[src/rtl/rv32i_types.sv]
// Shared types for the cacheline adapters: line/beat geometry and the transmit FSM states.
package rv32i_types;

  localparam int LINE_BITS        = 256;
  localparam int BEAT_BITS        = 64;
  localparam int LINE_OFFSET_BITS = 5;

  typedef enum logic [2:0] {
    IDLE,
    RD_REQ,
    RD_WAIT,
    WR_BEAT,
    WR_RESP
  } tx_state_t;

endpackage

[src/rtl/cacheline_tx_adapter.sv]
// Cache-to-bmem transmit path: issues line-fill reads and serializes a 256-bit writeback into 64-bit beats.
// Write: beats start 1 cycle after acceptance, resp 1 cycle after last beat; bmem_ready low holds the current beat.
module cacheline_tx_adapter
  import rv32i_types::*;
(
  input  logic                 clk,
  input  logic                 rst,
  input  logic [31:0]          dfp_addr,
  input  logic                 dfp_read,
  input  logic                 dfp_write,
  input  logic [LINE_BITS-1:0] dfp_wdata,
  output logic                 dfp_wr_resp,
  input  logic                 rd_line_done,
  output logic                 busy,
  output logic [31:0]          bmem_addr,
  output logic                 bmem_read,
  output logic                 bmem_write,
  output logic [BEAT_BITS-1:0] bmem_wdata,
  input  logic                 bmem_ready
);

  localparam int BEATS = LINE_BITS / BEAT_BITS;
  localparam int CNT_W = $clog2(BEATS);

  tx_state_t            state_q, state_d;
  logic [CNT_W-1:0]     beat_cnt_q, beat_cnt_d;
  logic [31:0]          addr_q, addr_d;
  logic [LINE_BITS-1:0] line_q, line_d;

  always_ff @(posedge clk) begin
    if (rst) begin
      state_q    <= IDLE;
      beat_cnt_q <= '0;
      addr_q     <= '0;
      line_q     <= '0;
    end else begin
      state_q    <= state_d;
      beat_cnt_q <= beat_cnt_d;
      addr_q     <= addr_d;
      line_q     <= line_d;
    end
  end

  always_comb begin
    state_d     = state_q;
    beat_cnt_d  = beat_cnt_q;
    addr_d      = addr_q;
    line_d      = line_q;
    bmem_read   = 1'b0;
    bmem_write  = 1'b0;
    dfp_wr_resp = 1'b0;

    unique case (state_q)
      IDLE: begin
        // Victim writeback goes ahead of the fill that displaced it.
        if (dfp_write) begin
          addr_d     = {dfp_addr[31:LINE_OFFSET_BITS], {LINE_OFFSET_BITS{1'b0}}};
          line_d     = dfp_wdata;
          beat_cnt_d = '0;
          state_d    = WR_BEAT;
        end else if (dfp_read) begin
          addr_d  = {dfp_addr[31:LINE_OFFSET_BITS], {LINE_OFFSET_BITS{1'b0}}};
          state_d = RD_REQ;
        end
      end
      RD_REQ: begin
        bmem_read = 1'b1;
        if (bmem_ready) state_d = RD_WAIT;
      end
      RD_WAIT: begin
        if (rd_line_done) state_d = IDLE;
      end
      WR_BEAT: begin
        bmem_write = 1'b1;
        if (bmem_ready) begin
          if (beat_cnt_q == CNT_W'(BEATS - 1)) begin
            beat_cnt_d = '0;
            state_d    = WR_RESP;
          end else begin
            beat_cnt_d = beat_cnt_q + CNT_W'(1);
          end
        end
      end
      WR_RESP: begin
        dfp_wr_resp = 1'b1;
        state_d     = IDLE;
      end
      default: state_d = IDLE;
    endcase
  end

  // Latched copies drive bmem so dfp_* may change freely once a burst is underway.
  assign bmem_addr  = addr_q;
  assign bmem_wdata = line_q[beat_cnt_q*BEAT_BITS +: BEAT_BITS];
  assign busy       = (state_q != IDLE);

endmodule
[config.mk]
export PLATFORM = sky130hd
export DESIGN_NAME = cacheline_tx_adapter
export DESIGN_NICKNAME = d
export VERILOG_FILES = /design/src/rtl/rv32i_types.sv /design/src/rtl/cacheline_tx_adapter.sv
export SDC_FILE = /design/constraint.sdc
export NUM_CORES = 1
export LEC_CHECK = 0
export BUFFER_PORTS_ARGS = -buffer_cell sky130_fd_sc_hd__buf_2
export CAP_MARGIN = 10
export CORE_MARGIN = 2
export CORE_UTILIZATION = 54
export CTS_CLUSTER_DIAMETER = 30
export DETAILED_ROUTE_END_ITERATION = 6
export GPL_ROUTABILITY_DRIVEN = 0
export PLACE_DENSITY = 0.9
export SLEW_MARGIN = 20
export SYNTH_ARGS = -nofsm -noshare
export SYNTH_HDL_FRONTEND = slang
export SYNTH_SLANG_ARGS = --single-unit
[constraint.sdc]
create_clock -name clk -period 3.52 [get_ports clk]
set_input_delay 0.176 -clock clk [delete_from_list [all_inputs] [get_ports clk]]
set_output_delay 0.176 -clock clk [all_outputs]
set_load 0.01 [all_outputs]
# ---- Word-level counts from Yosys, hierarchy flattened
# Index checks and enable logic that the tools add are counted.
dict set report word_totals {
  latchBits 0
  word_cells 41
  ram_bits 0
  in_bits 294
  mem_count 0
  mem_bits_ro 0
  regBits 293
  output_inout_bits 100
}
dict set report op_classes {
  magnitude_cmp 0
  n_mul 0
  n_reduce_logical 8
  n_div 0
  bitwise_logic 0
  n_eq_ne 11
  n_mux 16
  shifts 1
  add_sub_neg 1
}
# cell count
set ops {}
lappend ops {{256-bit by 9-bit indexed part select with 64-bit output} 1}
lappend ops {{32-bit two-way mux} 2}
lappend ops {{3-bit two-way mux} 6}
lappend ops {{3-bit case mux with 4 select lines} 1}
lappend ops {{2-bit != test (second input constant)} 5}
lappend ops {{3-bit by 2-bit == test with 1-bit output (second input constant)} 2}
lappend ops {{2-bit two-way mux} 3}
lappend ops {{5-bit AND reduction} 1}
lappend ops {{2-bit case mux with 2 select lines} 1}
lappend ops {{2-bit AND reduction} 2}
lappend ops {{2-bit nonzero test} 2}
lappend ops {{3-bit by 1-bit == test with 1-bit output (second input constant)} 1}
lappend ops {{3-bit == test (second input constant)} 1}
lappend ops {{3-bit zero test} 1}
lappend ops {{1-bit two-way mux} 3}
lappend ops {{3-bit != test (second input constant)} 1}
lappend ops {{3-bit AND reduction} 1}
lappend ops {{3-bit nonzero test} 1}
lappend ops {{2-bit by 1-bit adder with 2-bit output (second input constant)} 1}
lappend ops {{2-bit == test (second input constant)} 1}

# ---- Longest topological paths before layout
dict set report logic_depth {
  word_depth 4
  ltp_mapped 7
  mapped_depth_nobuf 4
}

# ---- Least setup slack after synthesis
# No wires, ideal clock.
dict set report synth_timing {
  path_type {register -> output}
  start {register beat_cnt_q[0]}
  end {output bmem_wdata[24]}
  path_stages_with_launch 3
  arrival_ns 1.477
  n_path_buf 1
  setup_slack_ns 1.867
  cell_sequence {dfxtp_1 -> buf_1 -> mux4_2}
}
dict set report synth_via {
  elab_chain_len 1
}
# element line_no
set synth_lines {}
lappend synth_lines {{start: declaration} cacheline_tx_adapter.sv:26} ;# logic [CNT_W-1:0] beat_cnt_q, beat_cnt_d;
lappend synth_lines {{start signal: assignment} cacheline_tx_adapter.sv:38} ;# beat_cnt_q <= beat_cnt_d;
lappend synth_lines {{256-bit by 9-bit indexed part select with 64-bit output} cacheline_tx_adapter.sv:94} ;# assign bmem_wdata = line_q[beat_cnt_q*BEAT_BITS +: BEAT_BITS];
lappend synth_lines {{end: declaration} cacheline_tx_adapter.sv:18} ;# output logic [BEAT_BITS-1:0] bmem_wdata,
# No other way between the ends.

# ---- Worst setup path after layout
dict set report layout_timing {
  start {register beat_cnt_q[0]}
  end {output bmem_wdata[36]}
}
# Same word-level chain as after synthesis.

==> reports/results.md <==
## Worst setup path
• **data required time at the worst endpoint** 3.34 ns
• **Max Fanout on Critical Path** 34
• **endpoint of the worst register-to-register path** line_q[103]
• **data arrival time of the worst path** 2.66 ns
• **Critical Path Sink Type** primary output
• **flop-to-flop setup slack** 0.77 ns
• **worst setup path startpoint** beat_cnt_q[0]
• **startpoint-to-endpoint class of the critical path** register to primary output
• **Reg-to-Reg Start** state_q[1]
• **number of cells on the worst reg-to-reg path** 4
• **timing endpoint of the critical path** bmem_wdata[36]
• **CP startpoint kind** register

## Clock tree
• **count of H-tree levels built during CTS** 2
• **clock input transition at the sequential cells of the worst setup and hold paths** 0.05 ns
• **clk buf depth** 3
• **insertion delay of the later-clocked pin in the worst-skew pair** 0.56 ns
• **buffer type at the clock tree root** sky130_fd_sc_hd__clkbuf_16
• **Resize count post-CTS** 0
• **clock buffer count from CTS** 52
• **sink count of the clock tree** 288
• **CTS tree** yes

## STA
• **endpoints failing setup** 0
• **worst clock skew** 0.0187 ns
• **final number of max-transition violations** 0
• **Worst Setup Slack, final** 0.681 ns
• **post-route worst hold slack** 0.159 ns
• **total negative slack for setup checks** 0 ns
• **FMAX** 352 MHz
• **minimum period implied by the final worst setup slack** 2.84 ns
• **worst slew slack as a fraction of its limit** 27.0%
• **Least-Margin Pin Slew** 1.09 ns
• **setup repair after global routing missed its margin** false
• **part of the cycle the worst path needs** 80.6%
• **Final Hold Fails** 0

## Synthesis
• **most instantiated library cell after synthesis** sky130_fd_sc_hd__nand2_1
• **cells taking the most area after synthesis** sky130_fd_sc_hd__dfxtp_1 49%, sky130_fd_sc_hd__nand2_1 16%, sky130_fd_sc_hd__mux4_2 12%
• **sequential-to-total area share from yosys stat** 49.0%
• **count of distinct cell types in the synthesized netlist** 33
• **Primary FF master, synth** sky130_fd_sc_hd__dfxtp_1
• **cell area after synthesis** 11800 um^2
• **post-synth top area share** 49.0%
• **proportion of synthesized flip-flops having asynchronous set or reset** 0%
• **synthesized area per cell** 8.67 um^2
• **cell type contributing the most total cell area after synthesis** sky130_fd_sc_hd__dfxtp_1
• **number of enable-type register cells in the synthesized netlist** 0
• **most frequent cells after synthesis** 512 x sky130_fd_sc_hd__nand2_1, 288 x sky130_fd_sc_hd__dfxtp_1, 285 x sky130_fd_sc_hd__a21oi_1
• **number of synthesized register bits** 288
• **number of warnings printed during yosys synthesis** 0
• **post-synthesis instance total** 1356

## Layout
• **share of cells above drive strength 1** 27.4%
• **area added between synthesis and finish** 54.9%
• **Net count, final** 2267
• **Final Instance Area** 18200 um^2
• **number of non-filler instances in the completed layout** 2315
• **sequential standard cell area** 5770 um^2
• **FILL cells** 901
• **area of the multi-input gates** 5310 um^2

## Hold path
• **worst hold-check path type** primary input to register

## Routing
• **Avg WL per Cell** 24.5 um
• **number of iterations in the first detailed-routing pass** 7
• **vias** 14435
• **remaining routing DRC violations** 9
• **drt via density** 6.24
• **final WL** 56700 um
• **number of DRC markers after the initial detailed-route iteration** 1749
• **Post-DRT Antenna Nets** 0

## Flow run
• **Max-cap violations** 0

## Run status
• **status** finished, violations left
• **violated checks** design-rule violations

## Place
• **IO Port Bufs** 383
• **post-place instance area** 13500 um^2
• **placed insts** 1908
• **Post-DP HPWL** 22200 um
• **post-placement setup slack** 1.36 ns

## Die
• **Std-Cell Core Area** 21200 um^2
• **height of the die** 152 um
• **die area** 23000 um^2
• **starting density of the core** 55.4%
• **horizontal extent of the die** 152 um
• **IO Count** 394
• **row count** 53

## Global route
• **via count of the first global-routing pass** 14806
• **pin count of the biggest net entering global routing** 140
• **grt total ovfl** 0
• **first-pass GRT wire length** 84700 um
• **global-route usage over all layers** 49.9%
• **antenna violations before repair** 33

## Pwr
• **cell area power density** 638 nW/um^2
• **static leakage power** 7.56 nW
• **worst vdd ir** 0.572 mV

==> kinds of logic after synthesis <==
logic type | after synthesis | synth area share, %
AOI/OAI and AO/OA | 318 | 13.7
adders and majority gates | 1 | 0.106
buffers and inverters | 123 | 6.06
DFF | 288 | 49.0
muxes | 65 | 12.3
other | 1 | 0.0319
and+or+nand+nor | 560 | 18.7
==> cell type report <==
type,instances,area share [%]
repair buffers,679,27.1
diodes,28,0.385
flip-flops and latches,288,31.7
inverters,2,0.0412
clock buffers,67,8.01
multi-input cells,949,29.2
clock inverters,27,1.68
well taps,275,1.89
==> power by group <==
| part | total (mW) | switching [mW] | internal, mW | leakage, nW |
|---|---|---|---|---|
| clock | 5.10 | 1.86 | 3.24 | 0.865 |
| combinational | 2.46 | 1.49 | 0.975 | 4.34 |
| sequential | 4.06 | 0.368 | 3.69 | 2.36 |
| total | 11.6 | 3.72 | 7.90 | 7.56 |
==> placed cells by master, fill, tap and decap left out, types with 2 or more instances in the layout <==
cell / Yosys / final
sky130_fd_sc_hd__mux4_2: 64 / 64
sky130_fd_sc_hd__dfxtp_4: 0 / 2
sky130_fd_sc_hd__nor2_1: 3 / 3
sky130_fd_sc_hd__o21ai_0: 27 / 27
sky130_fd_sc_hd__a21oi_1: 285 / 285
sky130_fd_sc_hd__dlygate4sd3_1: 0 / 285
sky130_fd_sc_hd__nor3b_1: 2 / 2
sky130_fd_sc_hd__clkbuf_8: 0 / 9
sky130_fd_sc_hd__nand3_1: 30 / 30
sky130_fd_sc_hd__clkinv_4: 0 / 5
sky130_fd_sc_hd__buf_2: 35 / 382
sky130_fd_sc_hd__clkinvlp_4: 0 / 4
sky130_fd_sc_hd__inv_16: 0 / 2
sky130_fd_sc_hd__clkinv_2: 0 / 8
sky130_fd_sc_hd__clkbuf_1: 54 / 6
sky130_fd_sc_hd__diode_2: 0 / 28
sky130_fd_sc_hd__dfxtp_1: 288 / 286
sky130_fd_sc_hd__clkbuf_16: 0 / 53
sky130_fd_sc_hd__conb_1: 1 / 5
sky130_fd_sc_hd__a211o_1: 2 / 2
sky130_fd_sc_hd__nand2_1: 512 / 512
sky130_fd_sc_hd__buf_4: 5 / 5
sky130_fd_sc_hd__inv_6: 0 / 3
sky130_fd_sc_hd__bufinv_16: 0 / 4
sky130_fd_sc_hd__buf_12: 0 / 6
sky130_fd_sc_hd__nand2b_1: 3 / 3
==> flip-flops by register name, summed over array words and instances, names as in the netlist <==
| signal | count |
|---|---|
| beat_cnt_q | 2 |
| bmem_addr | 27 |
| line_q | 256 |
| state_q | 3 |
==> worst min-delay path by stage <==
stage,slack (ns),cells after the start,end,start
5_1_grt,0.14,4,state_q[1],dfp_write
6_report,0.16,4,bmem_addr[26],dfp_read
2_1_floorplan,0.31,2,line_q[0],dfp_wdata[0]
4_1_cts,0.10,4,state_q[1],dfp_write
3_3_place_gp,0.42,3,line_q[201],dfp_wdata[201]
3_5_place_dp,0.42,3,line_q[32],dfp_wdata[32]
==> critical path, stage by stage, from the launching register on <==
cell and delay, ns:
sky130_fd_sc_hd__dfxtp_4 0.81, sky130_fd_sc_hd__buf_12 0.35, sky130_fd_sc_hd__mux4_2 0.70, sky130_fd_sc_hd__buf_2 0.19
==> routing by layer <==
metal	wire length [um]	track usage, %	up-vias
li1	-	-	5841
met1	17100	47.0	6534
met2	26000	76.1	1482
met3	7490	28.5	562
met4	6000	45.4	16
met5	170	4.77	-
==> per-stage QoR <==
step / power, mW / util [%]
finish: 11.6 / 85.8
global route: 11.9 / 85.6
CTS: 11.1 / 85.5
detailed placement: 5.88 / 63.7
global placement: 5.80 / 63.7
floorplan: 5.35 / -
==> repair_timing <==
item                                    in CTS  in global routing
endpoints found under the setup margin       0                  0
hold endpoints to repair                   285                  0
setup buffers                                0                  0
hold buffers                               285                  0
(Power assumes the default switching activity.)
